$ cat src/rtl/clk_en_gen.sv
// clk_en_gen: fractional clock-enable generator gated by a PLL lock-settle sequencer.
// Each channel runs a phase accumulator. The carry out of the wrapping add becomes
// a one-cycle strobe on en_o.
// Optional feature: define CLK_EN_GEN_LOSS_CNT_EN to add loss_cnt_o. It is a
// saturating count of lock losses seen while in RUN.
module clk_en_gen #(
    parameter int unsigned NCH         = 4,
    parameter int unsigned ACC_W       = 32,
    parameter int unsigned LOCK_CYCLES = 1024
) (
    input  logic                 clk_i,
    input  logic                 rst_n_i,
    input  logic                 locked_i,
    input  logic                 sync_i,
    input  logic [NCH*ACC_W-1:0] inc_i,
`ifdef CLK_EN_GEN_LOSS_CNT_EN
    output logic [7:0]           loss_cnt_o,
`endif
    output logic                 ready_o,
    output logic [NCH-1:0]       en_o
);

    localparam int unsigned CNT_W = $clog2(LOCK_CYCLES);

    typedef enum logic [1:0] {StWaitLock, StSettle, StRun} state_e;

    state_e             state_q, state_d;
    logic [CNT_W-1:0]   cnt_q, cnt_d;
    logic               lk_meta_q, lk_q;
    logic [ACC_W-1:0]   acc_q [NCH];
    logic [ACC_W-1:0]   acc_d [NCH];
    logic [ACC_W:0]     sum;
    logic [NCH-1:0]     en_q, en_d;
    logic               ready_q, ready_d;
    logic               run_add;

    // Two-flop synchroniser for the asynchronous PLL lock flag
    always_ff @(posedge clk_i) begin
        if (!rst_n_i) begin
            lk_meta_q <= 1'b0;
            lk_q      <= 1'b0;
        end else begin
            lk_meta_q <= locked_i;
            lk_q      <= lk_meta_q;
        end
    end

    // Lock-settle sequencer next state and settle counter
    always_comb begin
        state_d = state_q;
        cnt_d   = cnt_q;
        unique case (state_q)
            StWaitLock: begin
                cnt_d = '0;
                if (lk_q) state_d = StSettle;
            end
            StSettle: begin
                if (!lk_q) begin
                    state_d = StWaitLock;
                    cnt_d   = '0;
                end else if (cnt_q == CNT_W'(LOCK_CYCLES - 1)) begin
                    state_d = StRun;
                    cnt_d   = '0;
                end else begin
                    cnt_d = cnt_q + 1'b1;
                end
            end
            StRun: begin
                cnt_d = '0;
                if (!lk_q) state_d = StWaitLock;
            end
            default: begin
                state_d = StWaitLock;
                cnt_d   = '0;
            end
        endcase
    end

    // Only an uninterrupted RUN cycle advances phase; lock loss outranks sync
    assign run_add = (state_q == StRun) && lk_q && !sync_i;
    assign ready_d = (state_d == StRun);

    // Per-channel wrapping add; carry out becomes next cycle's strobe
    always_comb begin
        en_d = '0;
        sum  = '0;
        for (int k = 0; k < NCH; k++) begin
            acc_d[k] = '0;
            sum = {1'b0, acc_q[k]} + {1'b0, inc_i[k*ACC_W +: ACC_W]};
            if (run_add) begin
                acc_d[k] = sum[ACC_W-1:0];
                en_d[k]  = sum[ACC_W];
            end
        end
    end

    // State, counter, accumulators and registered outputs
    always_ff @(posedge clk_i) begin
        if (!rst_n_i) begin
            state_q <= StWaitLock;
            cnt_q   <= '0;
            acc_q   <= '{default: '0};
            en_q    <= '0;
            ready_q <= 1'b0;
        end else begin
            state_q <= state_d;
            cnt_q   <= cnt_d;
            acc_q   <= acc_d;
            en_q    <= en_d;
            ready_q <= ready_d;
        end
    end

    assign ready_o = ready_q;
    assign en_o    = en_q;

`ifdef CLK_EN_GEN_LOSS_CNT_EN
    logic [7:0] loss_q;

    // Saturating count of RUN -> WAIT_LOCK transitions; settle drops are not counted
    always_ff @(posedge clk_i) begin
        if (!rst_n_i) begin
            loss_q <= '0;
        end else if (state_q == StRun && state_d == StWaitLock && loss_q != 8'hff) begin
            loss_q <= loss_q + 8'd1;
        end
    end

    assign loss_cnt_o = loss_q;
`endif

endmodule

$ cat config.mk
export PLATFORM = sky130hd
export DESIGN_NAME = clk_en_gen
export DESIGN_NICKNAME = d
export VERILOG_FILES = /design/src/rtl/clk_en_gen.sv
export SDC_FILE = /design/constraint.sdc
export NUM_CORES = 1
export LEC_CHECK = 0
export CAP_MARGIN = 20
export CELL_PAD_IN_SITES_DETAIL_PLACEMENT = 0
export CELL_PAD_IN_SITES_GLOBAL_PLACEMENT = 1
export CORE_AREA = 4 4 195 197
export CTS_CLUSTER_DIAMETER = 60
export DETAILED_ROUTE_END_ITERATION = 10
export DIE_AREA = 0 0 199 201
export PLACE_DENSITY_LB_ADDON = 0.1
export SETUP_SLACK_MARGIN = 0.3
export SLEW_MARGIN = 10
export SYNTH_ARGS = -nofsm -noshare
export SYNTH_HDL_FRONTEND = slang
export SYNTH_SLANG_ARGS = --single-unit
$ cat constraint.sdc
create_clock -name clk_i -period 4.4 [get_ports clk_i]
set_input_delay 0.88 -clock clk_i [delete_from_list [all_inputs] [get_ports clk_i]]
set_output_delay 0.88 -clock clk_i [all_outputs]
set_load 0.02 [all_outputs]
-- After elaboration in Yosys (flattened, before gate mapping)
Index checks and enable logic that the tools add are counted.
- flip-flop bits (word level): 147
- input bits: 132
- output and inout bits: 5
- logic and storage cells: 33
- add/subtract/negate cells: 5
- equality and inequality tests: 4
- muxes and demuxes: 5
- bitwise logic cells: 3
- reductions and logical operators: 6
- operators by type and width (cell ; count):
    adder 32 x 32 -> 33 bit ; 4
    adder 10 x 1 -> 10 bit, second input constant ; 1
    == test 10 bit, second input constant ; 1
    2-to-1 mux 2 bit ; 4
    one-hot mux 2 bit (3 select lines) ; 1
    == test 2 bit, second input constant ; 2
    OR reduction 4 bit ; 1
    NOT 1 bit ; 3
    == test 2 x 1 -> 1 bit, second input constant ; 1
    logical AND 1 bit ; 2
    zero test 2 bit ; 1
    AND reduction 2 bit ; 1
    zero test 1 bit ; 1

-- Longest topological paths before layout
- depth in word-level cells: 5
- gate-level depth with buffers: 10
- gate-level depth less buffers: 10

-- Worst setup path after synthesis
Ideal clock, no wire load.
- path type: input to register
- from: in inc_i[96]
- to: reg en_q[3] (netlist: en_o[3])
- setup time: 0.116 ns
- arrival: 3.084 ns
- path slack: 1.200 ns
- stages: 10
- path buffers: 0
- cells stage by stage: ha_1 -> fa_1 -> a211oi_1 -> o21ai_2 -> nand3_1 -> a31oi_1 -> a221oi_1 -> or3_1 -> nand2_1 -> a41o_1
- cells in the longest elaborated chain, start to end: 1
- RTL lines (what ; RTL line ; source):
    start, declared ; 15 ; input logic [NCH*ACC_W-1:0] inc_i,
    adder 32 x 32 -> 33 bit ; 89 ; sum = {1'b0, acc_q[k]} + {1'b0, inc_i[k*ACC_W +: ACC_W]};
    end signal, assigned ; 109 ; en_q <= en_d;
    end, declared ; 33 ; logic [NCH-1:0] en_q, en_d;
No other way between the ends.
A chain may end at the register's enable or synchronous reset.

-- Worst setup path in the final report
Ends and elaborated chain as after synthesis.

==> flow_summary.json <==
{
  "outcome": "complete, no violations",
  "drive_gt1_frac": 0.0432,
  "cp_max_fo": 3,
  "async_flop_share": 0,
  "track_usage": 0.144,
  "port_buffers": 136,
  "dieArea_mm2": 0.0400,
  "r2r_cells": 10,
  "dieWidth_um": 199,
  "syn_nets": 1544,
  "avgViaCountPerCell": 4.94,
  "p_per_area_mw_per_mm2": 266,
  "synth_edf_count": 0,
  "ys_warn_count": 0,
  "die_h_um": 201,
  "post-cts-setup-buffer-count": 0,
  "drc": 0,
  "clock-root-buffer": "clkbuf_16",
  "rsz0062_at_grt": "no",
  "io_pins": 137,
  "holdWs_ns": 0.433,
  "cp.required_ns": 4.73,
  "placed_cells": 1847,
  "yosysSeqAreaShare": 0.282,
  "finalCritPeriodShare": 0.806,
  "rr_endpoint": "en_o[3]$_SDFF_PN0_",
  "synth_largest_area_cell": "dfxtp_1",
  "fin_util": 0.357,
  "period_needed_ns": 3.55,
  "dr_total_vias": 9278,
  "areaGrowthSynthToFinish_pct": 24.3,
  "critPathKind": "input port to flop",
  "layout_common_cells": "nor2_1, dfxtp_1, clkdlybuf4s50_1",
  "clkLatencyLatePin_ns": 0.44,
  "wl_per_cell_um": 15.3,
  "tightest_slew_ns": 0.750,
  "cts_tree": "yes",
  "grt_max_degree": 57,
  "start_util": 0.287,
  "hpwlAfterDp_mm": 22.1,
  "drt-total-wl_mm": 28.8,
  "instances_no_fill": 1880,
  "rrSetupSlack_ns": 1.42,
  "cts_resized": 0,
  "leakage_uw": 0.00564,
  "htree_levels": 4,
  "hold_path.class": "flop to flop",
  "drtPass1Iterations": 5,
  "reg2reg_from": "acc_q[0]$_SDFF_PN0_",
  "detail_route.iter0.violations": 296,
  "rows": 70,
  "cp-end-kind": "flop",
  "timing.fmax_mhz": 282,
  "grt_overflow_total": 0,
  "fin_skew_ns": 0.00893,
  "drv_cap": 0,
  "synth_top_cell_area_share": 0.282,
  "avgSynthCellArea_um2": 8.15,
  "cts_max_path_buffers": 2,
  "finalPower_uw": 3440,
  "drv_slew": 0,
  "synthFlopType": "dfxtp_1",
  "antenna_found_initial": 5,
  "start_kind": "input port",
  "ir_drop_v": 0.000281,
  "ys_ff_latch": 147,
  "final.setup.tns_ns": 0,
  "cts_buffers": 17,
  "nets": 1663,
  "relSlewSlack": 0.493,
  "clk_pin_slew_ns": 0.06,
  "worstPathArrival_ns": 3.88,
  "hold_buffers": 0,
  "grt_pass1_vias": 9225,
  "worstSetupEndpoint": "en_o[3]$_SDFF_PN0_",
  "gp_congestion": 0.764,
  "synth_area_leaders": "dfxtp_1, ha_1, nor2_1, a21oi_1, a21o_1",
  "clock_sinks": 147,
  "ys_types": 71,
  "finalSetupViolCount": 0,
  "hold_viol": 0,
  "drtAntennaViolNets": 0,
  "syn-cell-area_mm2": 0.0104,
  "core-area_mm2": 0.0363,
  "critPathLaunch": "inc_i[96]",
  "grt_pass1_wl_mm": 47.1,
  "synthCells": 1279,
  "mostFrequentLayoutCell": "nor2_1"
}
==> worst max-delay path: stages <==
cell	delay [ns]
clkdlybuf4s50_1	0.40
ha_1	0.22
fa_1	0.42
a211oi_1	0.36
o21ai_2	0.13
nand3_1	0.16
a31oi_1	0.15
a221oi_1	0.62
or3_1	0.22
nand2_1	0.07
a41o_1	0.23
==> synthesized netlist by cell type (6+ instances only) <==
| library cell | instances |
|---|---|
| a211oi_1 | 18 |
| a21boi_0 | 6 |
| a21o_1 | 62 |
| a21oi_1 | 116 |
| a31oi_1 | 15 |
| and2_1 | 17 |
| and3_1 | 14 |
| buf_1 | 7 |
| clkbuf_1 | 33 |
| dfxtp_1 | 147 |
| ha_1 | 129 |
| inv_1 | 31 |
| nand2_1 | 91 |
| nand2b_1 | 13 |
| nand3_1 | 35 |
| nand4_1 | 17 |
| nor2_1 | 165 |
| nor2b_1 | 12 |
| nor3_1 | 49 |
| o211ai_1 | 10 |
| o21a_1 | 21 |
| o21ai_0 | 54 |
| o21bai_1 | 13 |
| o31ai_1 | 10 |
| or3_1 | 9 |
| xnor2_1 | 48 |
| xor2_1 | 50 |
==> cell families (layout without fill, tap and decap cells) <==
logic type	Yosys count	after routing	synth area share
and+or+nand+nor	444	444	0.198
AOI/OAI and AO/OA	382	382	0.245
DFF	147	147	0.282
adders and majority gates	133	133	0.163
xor gates and xnor gates	98	98	0.0824
buffers and inverters	72	204	0.0261
muxes	3	3	0.00288
other	0	1	0
==> routing by layer <==
metal / up-vias / wire (µm) / GRT usage
li1: 4880 / - / -
met1: 4265 / 14200 / 0.194
met2: 104 / 13200 / 0.234
met3: 21 / 1150 / 0.0374
met4: 8 / 209 / 0.0300
met5: - / 53 / 0
==> stage by stage <==
| stage | instance area [µm²] | worst slack (ns) |
|---|---|---|
| after floorplan | 10400 | 1.20 |
| after global routing | 13000 | 0.673 |
| after detailed placement | 12300 | 0.408 |
| after CTS | 13000 | 0.900 |
| after global placement | 12300 | 0.445 |
| final | 13000 | 0.853 |
==> layout make-up <==
class | count | area, µm²
antenna | 1 | 2.50
tap | 468 | 586
sequential | 147 | 2940
clock buffer | 20 | 467
clock inverter | 12 | 226
fill | 3850 | 23300
timing repair buffer | 141 | 1400
inverter | 31 | 116
multi-input combinational | 1060 | 7210
==> power by group <==
group | internal [µW] | switching, µW
Clock | 1110 | 635
Combinational | 194 | 170
Sequential | 1330 | 0.487
Total | 2640 | 806
==> flip-flops by register name, summed over array words and instances, names as in the netlist <==
signal and flops:
en_o 4, state_q 2, acc_q 128, lk_q 1
ready_o 1, cnt_q 10, lk_meta_q 1
==> how the worst min path moves through the flow <==
stage | start | slack [ns] | depth (start not counted) | endpoint
after floorplan | lk_meta_q$_SDFF_PN0_ | 0.41 | 1 | lk_q$_SDFF_PN0_
final | lk_meta_q$_SDFF_PN0_ | 0.43 | 1 | lk_q$_SDFF_PN0_
after CTS | lk_meta_q$_SDFF_PN0_ | 0.44 | 1 | lk_q$_SDFF_PN0_
after global routing | lk_meta_q$_SDFF_PN0_ | 0.45 | 1 | lk_q$_SDFF_PN0_
after global placement | lk_meta_q$_SDFF_PN0_ | 0.41 | 1 | lk_q$_SDFF_PN0_
after detailed placement | lk_meta_q$_SDFF_PN0_ | 0.42 | 1 | lk_q$_SDFF_PN0_
Power figures use the tool's default switching activity.
